[config.mk]
export PLATFORM = sky130hd
export DESIGN_NAME = rgb_pwm_fader
export DESIGN_NICKNAME = d
export VERILOG_FILES = /design/src/rtl/rgb_pwm_fader.sv
export SDC_FILE = /design/constraint.sdc
export NUM_CORES = 1
export LEC_CHECK = 0
export BUFFER_PORTS_ARGS = -buffer_cell sky130_fd_sc_hd__buf_4
export CORE_MARGIN = 8
export CORE_UTILIZATION = 54
export CTS_CLUSTER_SIZE = 16
export DETAILED_ROUTE_END_ITERATION = 8
export PLACE_DENSITY_LB_ADDON = 0.1
export SETUP_SLACK_MARGIN = 0.4
export SLEW_MARGIN = 10
export SYNTH_ARGS = -nofsm -noshare
export SYNTH_HDL_FRONTEND = slang
export SYNTH_SLANG_ARGS = --single-unit
[constraint.sdc]
create_clock -name clk -period 3 [get_ports clk]
set_clock_uncertainty 0.2 [all_clocks]
set_input_delay 0.3 -clock clk [delete_from_list [all_inputs] [get_ports clk]]
set_output_delay 0.3 -clock clk [all_outputs]
set_load 0.05 [all_outputs]
[src/rtl/rgb_pwm_fader.sv]
// rgb_pwm_fader: three-channel PWM drive for the tri-color LED, duties shadowed at period boundaries.
// Define RGB_PWM_FADE_EN to ramp duties one LSB per FADE_DIV periods instead of jumping to target.
module rgb_pwm_fader #(
   parameter int PWM_PRESCALE = 4,
   parameter int FADE_DIV     = 8
) (
   input  logic       clk,
   input  logic       reset,
   input  logic [7:0] fft_red,
   input  logic [7:0] fft_green,
   input  logic [7:0] fft_blue,
   input  logic       enable,
   output logic       led_r,
   output logic       led_g,
   output logic       led_b,
   output logic [7:0] duty_r,
   output logic [7:0] duty_g,
   output logic [7:0] duty_b,
   output logic       period_strobe
);
   // state | meaning
   // IDLE  | prescaler/pwm_cnt held at 0, LEDs dark, duties and targets retained
   // RUN   | prescaler and pwm_cnt counting, LEDs driven from duty compare

   if (PWM_PRESCALE < 1 || PWM_PRESCALE > 65535) begin : g_bad_prescale
      $error("rgb_pwm_fader: PWM_PRESCALE out of range 1..65535");
   end
   if (FADE_DIV < 1 || FADE_DIV > 255) begin : g_bad_fade_div
      $error("rgb_pwm_fader: FADE_DIV out of range 1..255");
   end

   localparam logic [15:0] PRE_MAX = 16'(PWM_PRESCALE - 1);

   typedef enum logic {IDLE = 1'b0, RUN = 1'b1} state_t;

   state_t          state;
   logic [15:0]     pre_cnt;
   logic [7:0]      pwm_cnt;
   logic [2:0]      led;
   logic [2:0][7:0] fft;
   logic [2:0][7:0] target;
   logic [2:0][7:0] target_nxt;
   logic [2:0][7:0] duty;
   logic            run;
   logic            tick;
   logic            strobe;

   assign fft = {fft_blue, fft_green, fft_red};

   // Gating with enable makes a deassertion take effect on this very edge,
   // which also suppresses a strobe that lands on it.
   assign run        = (state == RUN) && enable;
   assign tick       = run && (pre_cnt == PRE_MAX);
   assign strobe     = tick && (pwm_cnt == 8'hFF);
   assign target_nxt = strobe ? fft : target;

   always_ff @(posedge clk or negedge reset) begin
      if (!reset) begin
         state   <= IDLE;
         pre_cnt <= '0;
         pwm_cnt <= '0;
         led     <= '0;
      end else begin
         case (state)
            IDLE:    if (enable) state <= RUN;
            RUN:     if (!enable) state <= IDLE;
            default: state <= IDLE;
         endcase
         if (run) begin
            pre_cnt <= tick ? 16'd0 : pre_cnt + 16'd1;
            if (tick) pwm_cnt <= pwm_cnt + 8'd1;
         end else begin
            pre_cnt <= '0;
            pwm_cnt <= '0;
         end
         for (int i = 0; i < 3; i++) begin
            led[i] <= run && (pwm_cnt < duty[i]);
         end
      end
   end

   always_ff @(posedge clk or negedge reset) begin
      if (!reset) begin
         target <= '0;
      end else begin
         target <= target_nxt;
      end
   end

`ifdef RGB_PWM_FADE_EN
   localparam logic [7:0] FADE_MAX = 8'(FADE_DIV - 1);

   logic [7:0] fade_cnt;
   logic       fade_step;

   assign fade_step = strobe && (fade_cnt == FADE_MAX);

   function automatic logic [7:0] approach(input logic [7:0] cur, input logic [7:0] goal);
      return (cur < goal) ? cur + 8'd1 : ((cur > goal) ? cur - 8'd1 : cur);
   endfunction

   always_ff @(posedge clk or negedge reset) begin
      if (!reset) begin
         fade_cnt <= '0;
         duty     <= '0;
      end else begin
         if (strobe) fade_cnt <= fade_step ? 8'd0 : fade_cnt + 8'd1;
         if (fade_step) begin
            for (int i = 0; i < 3; i++) begin
               duty[i] <= approach(duty[i], target_nxt[i]);
            end
         end
      end
   end
`else
   always_ff @(posedge clk or negedge reset) begin
      if (!reset) begin
         duty <= '0;
      end else if (strobe) begin
         duty <= target_nxt;
      end
   end
`endif

   assign led_r         = led[0];
   assign led_g         = led[1];
   assign led_b         = led[2];
   assign duty_r        = duty[0];
   assign duty_g        = duty[1];
   assign duty_b        = duty[2];
   assign period_strobe = strobe;

endmodule

==> results of run 1 <==
## worst max path at each step
stage | from | end | slack (ns) | depth (start not counted)
detailed placement | pre_cnt[0] | period_strobe | 0.52 | 5
floorplan | pre_cnt[0] | period_strobe | 0.60 | 4
finish | enable | duty_b[2] | 0.54 | 7
global route | enable | duty_b[6] | 0.44 | 7
global placement | pre_cnt[0] | period_strobe | 0.60 | 5
CTS | pre_cnt[0] | period_strobe | 0.45 | 5
## cells in the final DEF, fill, tap and decap left out, types with 2 or more instances in the layout
master / count
nand2b_1: 6
mux2_2: 24
nor3_1: 2
dlygate4sd3_1: 2
or4_1: 3
a211oi_1: 6
nor4_4: 3
or3_2: 2
buf_4: 56
xor2_1: 10
nor2_1: 17
nand3_1: 6
and3_1: 2
nor4_1: 4
ha_1: 22
o31ai_1: 2
a41oi_1: 3
buf_6: 2
and2_1: 2
o21ai_0: 12
clkbuf_8: 5
and4_1: 3
a21oi_1: 8
nand2_1: 13
dfrtp_1: 52
nand4_1: 9
inv_1: 25
mux2i_1: 2
xnor2_1: 5
## registers in the layout (all words and copies together) (netlist names)
name	cells
duty_b	8
duty_r	8
led	3
pre_cnt	16
pwm_cnt	8
duty_g	8
state	1
## cell families after synthesis
kind of cell    Yosys count  synth area share (%)
flops                    52                  46.6
buf+inv                  32                  4.89
mux                      26                  10.4
fa+ha+maj                23                  10.3
simple gates             76                  16.4
xor+xnor                 15                  4.71
compound gates           31                  6.68
## per-layer routing
metal | vias to the layer above | global-route usage, % | part of all wire, %
met5 | - | 0 | 0
met4 | 0 | 5.78 | 1.5
met3 | 9 | 3.47 | 4.4
met2 | 52 | 29.3 | 52
met1 | 978 | 18.8 | 42
li1 | 1018 | - | -
## power by group
| part | leakage, nW | internal (mW) | switching, mW | total [mW] |
|---|---|---|---|---|
| combinational | 0.796 | 0.0262 | 0.0267 | 0.0529 |
| clock | 0.0410 | 0.159 | 0.222 | 0.382 |
| sequential | 0.723 | 0.702 | 0.00150 | 0.704 |
## layout make-up
cell class,instances,area [um^2]
Clock buffer,6,72.6
Clock inverter,1,5.00
Fill cell,408,1650
Inverter,25,93.8
Multi-Input combinational cell,171,1370
Sequential cell,52,1300
Tap cell,70,87.6
Timing Repair Buffer,60,463
## what timing repair did
action | in CTS | in global routing
buffers inserted | 1 | 0
hold endpoints to repair | 53 | 0
pin swaps | 1 | 2
resized for setup | 1 | 2
endpoints found under the setup margin | 1 | 15
hold buffers | 2 | 0
## stage by stage
step | util [%] | power (mW)
floorplan | - | 0.727
global placement | 65.0 | 0.769
detailed placement | 65.0 | 0.770
CTS | 67.2 | 1.14
global route | 67.3 | 1.18
finish | 67.3 | 1.14
## worst reg2reg max path, cell delays in order (launching register included)
cell and delay, ns:
dfrtp_1 0.45, ha_1 0.21, nand2_1 0.13, or4_1 0.52, nor2_2 0.16, buf_6 0.23, mux2_2 0.37
==> flow_metrics.tcl, run 1 <==
set metrics [dict create \
    outcome "complete, no violations" \
    min_to "duty_r[4]" \
    grt_max_degree 53 \
    drive_gt1_share_pct 30.8 \
    grt_pass1_wl_um 9990 \
    final_nets 365 \
    hold_violations 0 \
    die-area_mm2 0.00773 \
    io_buffers 54 \
    holdWs_ns 0.0221 \
    synth_edf_count 0 \
    synthArstFlopShare_pct 100 \
    clock.fmax_ghz 0.406 \
    dp_cells 375 \
    dieWidth_um 87.9 \
    p_leak_nw 1.56 \
    critPathSlowestCell "or4_1" \
    antenna_found_initial 0 \
    placed_cell_area_mm2 0.00328 \
    gp_congestion 0.863 \
    dpl_worst_slack_ns 0.519 \
    yosysTopAreaCell "dfrtp_1" \
    clk_latency_ns 0.30 \
    worst_setup_path_start_kind "primary input" \
    min_path_type "in2reg" \
    critPathArrivalTime_ns 2.45 \
    cp_top_family "simple AND/OR/NAND/NOR gates" \
    post-route-worst-setup-slack_ns 0.538 \
    ant_nets 0 \
    syn-cell-area_mm2 0.00279 \
    report.final.setup_viol 0 \
    core_mm2 0.00504 \
    synthTopCellsByArea "dfrtp_1 47%, ha_1 10%, mux2_2 9.7%, inv_1 3.4%, xor2_1 3.1%" \
    root_buffer "clkbuf_8" \
    drv_cap 0 \
    drtIter0Drc 69 \
    cts_buffers 5 \
    path_max_fanout 18 \
    ff2ff_path_depth 6 \
    ir_worst_vdd_uv 188 \
    tns_ns 0 \
    slew_headroom_pct 57.7 \
    clkSinkCount 52 \
    path_clk_slew_ns 0.09 \
    ys_types 33 \
    worstPathRequired_ns 2.98 \
    yosysMostFrequentCell "dfrtp_1" \
    stdcell_count 385 \
    avgRoutedWirePerCell_um 15.4 \
    critPathMaxStageDelay_ns 0.57 \
    crit_chain "dlygate4sd3_1 > buf_4 > nand2_1 > or4_1 > nor2_2 > buf_6 > mux2_2" \
    syn_inst 255 \
    vias 2057 \
    syn_area_per_cell_um2 10.9 \
    h-tree-depth 2 \
    post-route-drc-count 0 \
    grt_pass1_vias 2180 \
    clockBufferDepth 2 \
    ys.warnings.count 0 \
    yosys.area.top_type_share_pct 46.6 \
    crit_path_end_kind "flop" \
    grt_overflow_total 0 \
    holdPathStages 2 \
    power.density_mw_per_mm2 335 \
    hold_start "fft_red[4]" \
    start_util_pct 55.4 \
    synth-main-ff-cell "dfrtp_1" \
    finalMaxSlewViolations 0 \
    worstReg2RegStart "pwm_cnt[1]" \
    synth_common_cells "52 x dfrtp_1, 25 x inv_1, 24 x mux2_2, 23 x ha_1, 17 x nor2_1" \
    rows 26 \
    fin_area_mm2 0.00339 \
    tightest_slew_ns 0.634 \
    synthToLayoutAreaGrowth_pct 21.6 \
    grt_use_total_pct 16.4 \
    rrSetupSlack_ns 0.63 \
    rsz0062_at_grt "false" \
    ys_seq_area_share_pct 46.6 \
    timing.critical_path.buf_inv 3 \
    insertedDiodeCount 0 \
    cts_tree "built" \
    hpwl_um 4510 \
    synth_nets 305 \
    r2r-end "duty_b[2]" \
    io_pins 55 \
    die_y_um 87.9 \
    fin_crit_ns 2.46 \
    firstDrtPassIters 4 \
    ys_ff_latch 52 \
    totalWireLength_um 5940 \
    criticalPathCategory "in2reg" \
    viasPerCell 5.34 \
    fin_crit_sh_pct 82.1 \
]
No activity file was read; power rests on OpenSTA's default activity.
==> inputs of run 2 (changes only) <==
--- a/config.mk
+++ b/config.mk
@@ -5,9 +5,10 @@
 export SDC_FILE = /design/constraint.sdc
 export NUM_CORES = 1
 export LEC_CHECK = 0
+export ABC_AREA = 1
 export BUFFER_PORTS_ARGS = -buffer_cell sky130_fd_sc_hd__buf_4
 export CORE_MARGIN = 8
-export CORE_UTILIZATION = 54
+export CORE_UTILIZATION = 55
 export CTS_CLUSTER_SIZE = 16
 export DETAILED_ROUTE_END_ITERATION = 8
 export PLACE_DENSITY_LB_ADDON = 0.1
==> constraint.sdc (replaced) <==
create_clock -name clk -period 2.4 [get_ports clk]
set_clock_uncertainty 0.2 [all_clocks]
set_input_delay 0.24 -clock clk [delete_from_list [all_inputs] [get_ports clk]]
set_output_delay 0.24 -clock clk [all_outputs]
set_load 0.05 [all_outputs]
==> run 2 against run 1 <==
  * Cell area grew 21%
  * Via count grew 41%
  * Flip-flop and latch count stayed put
  * Total power grew 31%
  * Clock power rose by 32%
  * Count of clock-buffer cells in the layout down 1
  * Critical path type is now reg2out
==> flow_metrics.tcl, run 2 <==
set metrics [dict create \
    outcome "complete, no violations" \
    clockBufferDepth 2 \
    synthSimpleGateAreaFrac_pct 36.6 \
    grt_pass1_vias 2953 \
    drv_cap 0 \
    avgRoutedWirePerCell_um 13.7 \
    synth.area.mux_share_pct 0 \
    cts_tree "built" \
    power.density_mw_per_mm2 364 \
    synth_xor_area_share_pct 2.76 \
    min_path_type "in2reg" \
    grt.busiest_layer "met2" \
    fin_crit_ns 1.95 \
    cts_buffers 5 \
    synth_common_cells "132 x nand2_1, 53 x nor2_1, 52 x dfrtp_1, 45 x inv_1, 25 x nand3_1" \
    syn_inst 406 \
    synthTopCellsByArea "dfrtp_1 41%, nand2_1 16%, ha_1 9.1%, nor2_1 6.3%, nand3_2 6.0%" \
    p_leak_nw 2.06 \
    synthArstFlopShare_pct 100 \
    hold_violations 0 \
    ys.warnings.count 0 \
    criticalPathCategory "reg2out" \
    power_frac_clock_pct 33.6 \
    path_max_fanout 2 \
    vias 2892 \
    synth_edf_count 0 \
    grt_pass1_wl_um 13200 \
    io_pins 55 \
    ys_seq_area_share_pct 41.0 \
    use_met1_pct 22.9 \
    gp_congestion 0.878 \
    die_y_um 92.0 \
    regMostFlops "pre_cnt" \
    ant_nets 0 \
    startpoint "pwm_cnt[1]" \
    ir_worst_vdd_uv 202 \
    grt_overflow_total 0 \
    grt_max_degree 53 \
    rows 27 \
    clk_latency_ns 0.31 \
    rrSetupSlack_ns 0.55 \
    yosys.area.top_type_share_pct 41.0 \
    critPathArrivalTime_ns 1.51 \
    synth_top_family_by_area "simple AND/OR/NAND/NOR gates" \
    drive_gt1_share_pct 24.3 \
    total_power_mw 1.50 \
    ff2ff_path_depth 7 \
    p_switching_uw 352 \
    slew_headroom_pct 55.5 \
    post-route-drc-count 0 \
    h-tree-depth 2 \
    start_util_pct 57.3 \
    fin_crit_sh_pct 81.4 \
    synth-main-ff-cell "dfrtp_1" \
    mostFrequentLayoutCell "nand2_1" \
    report.final.setup_viol 0 \
    crit_path_end_kind "primary output" \
    root_buffer "clkbuf_8" \
    p_int_mw 1.14 \
    grt_use_met2_pct 31.9 \
    synth_compound_area_share_pct 2.60 \
    viasPerCell 5.07 \
    synth_fa_ha_area_share_pct 9.07 \
    finalMaxSlewViolations 0 \
    dieWidth_um 92.0 \
    die-area_mm2 0.00846 \
    tightest_slew_ns 0.667 \
    swShare_pct 23.5 \
    yosysTopAreaCell "dfrtp_1" \
    ys_ff_latch 52 \
    ys_types 26 \
    largest_reg_flops 16 \
    core_mm2 0.00554 \
    tns_ns 0 \
    io_buffers 54 \
    rsz0062_at_grt "true" \
    met3_usage_pct 3.99 \
    crit_end "period_strobe" \
    synth_nets 456 \
    syn_area_per_cell_um2 7.82 \
    firstDrtPassIters 4 \
    final_nets 546 \
    yosysMostFrequentCell "nand2_1" \
    r2r-end "duty_r[0]" \
    hpwl_um 5210 \
    worstReg2RegStart "pre_cnt[11]" \
    holdWs_ns 0.200 \
    clock.fmax_ghz 0.512 \
    grt_use_total_pct 18.7 \
    path_clk_slew_ns 0.09 \
    layout_common_cells "129 x nand2_1, 67 x buf_4, 50 x nor2_1, 44 x dfrtp_1, 43 x inv_1" \
    totalWireLength_um 7810 \
    antenna_found_initial 1 \
    worstPathRequired_ns 1.96 \
    drtIter0Drc 200 \
    synthToLayoutAreaGrowth_pct 29.6 \
    clkSinkCount 52 \
    power_frac_seq_pct 58.8 \
    syn-cell-area_mm2 0.00317 \
    worst_setup_path_start_kind "flop" \
    combPwrFrac_pct 7.5 \
]
==> run 2: changes by cell type in the layout (fill, tap and decap cells not counted), sizes merged, moves of 6 or more <==
cell,previous run,this run
nand3,6,44
dlygate4sd3,2,26
nor4,7,0
nand2b,6,0
o21ai,12,2
buf,58,68
nand2,13,134
inv,25,44
a211oi,6,0
nor2,18,57
mux2,24,0
==> run 2: worst min path at each step <==
| stage | endpoint | slack [ns] | startpoint | cells after the start |
|---|---|---|---|---|
| 4_1_cts | led[1] | 0.20 | enable | 3 |
| 6_report | led[1] | 0.20 | enable | 3 |
| 3_3_place_gp | duty_r[7] | 0.12 | reset | 1 |
| 5_1_grt | led[1] | 0.21 | enable | 3 |
| 3_5_place_dp | duty_r[7] | 0.12 | reset | 1 |
| 2_1_floorplan | duty_b[0] | -0.26 | reset | 0 |
==> run 2: power by group through the flow <==
stage	clock (mW)	sequential (mW)	combinational [mW]
floorplan	0	0.897	0.0156
global placement	0	0.897	0.0716
finish	0.503	0.880	0.113
global route	0.537	0.880	0.124
detailed placement	0	0.897	0.0727
CTS	0.512	0.879	0.111
==> run 2: kinds of logic (layout without fill, tap and decap cells) <==
kind of cell | after synthesis | count (layout)
compound gates | 15 | 15
buf+inv | 57 | 148
xor+xnor | 10 | 10
other cells | 0 | 1
simple gates | 249 | 249
fa+ha+maj | 23 | 23
flops | 52 | 52
==> run 2: what timing repair did <==
| item | 4_1_cts | 5_1_grt |
|---|---|---|
| buffers inserted | 6 | 5 |
| pin swaps | 0 | 5 |
| hold endpoints to repair | 77 | 0 |
| setup endpoints to repair | 1 | 10 |
| resized for setup | 10 | 12 |
| hold buffers | 26 | 0 |
==> run 2: area by class of cell <==
type	count	area (um^2)
antenna	1	2.50
tap	72	90.1
multi-input combinational	297	1660
clock inverter	3	18.8
sequential	52	1310
fill	429	1430
clock buffer	5	68.8
inverter	46	180
timing repair buffer	94	778
==> run 2: metal layers <==
layer / vias to the layer above / routed length (um)
li1: 1452 / -
met1: 1336 / 3410
met2: 99 / 3850
met3: 5 / 496
met4: 0 / 61
met5: - / 0
==> run 2: worst max-delay path: stages, from the launching register on <==
cell        delay [ns]
dfrtp_2           0.38
ha_2              0.19
nand2_2           0.06
inv_2             0.06
nand2_2           0.06
nor2_4            0.14
nand4_4           0.10
clkinvlp_4        0.09
buf_8             0.13
==> run 2: metrics by stage <==
step	cell area, um^2	util (%)	setup WS, ns	std cells
global placement	3610	65.2	0.498	524
finish	4110	74.2	0.448	570
global route	4110	74.2	0.364	570
floorplan	3180	-	0.472	406
detailed placement	3610	65.2	0.480	524
CTS	4030	72.8	0.403	564
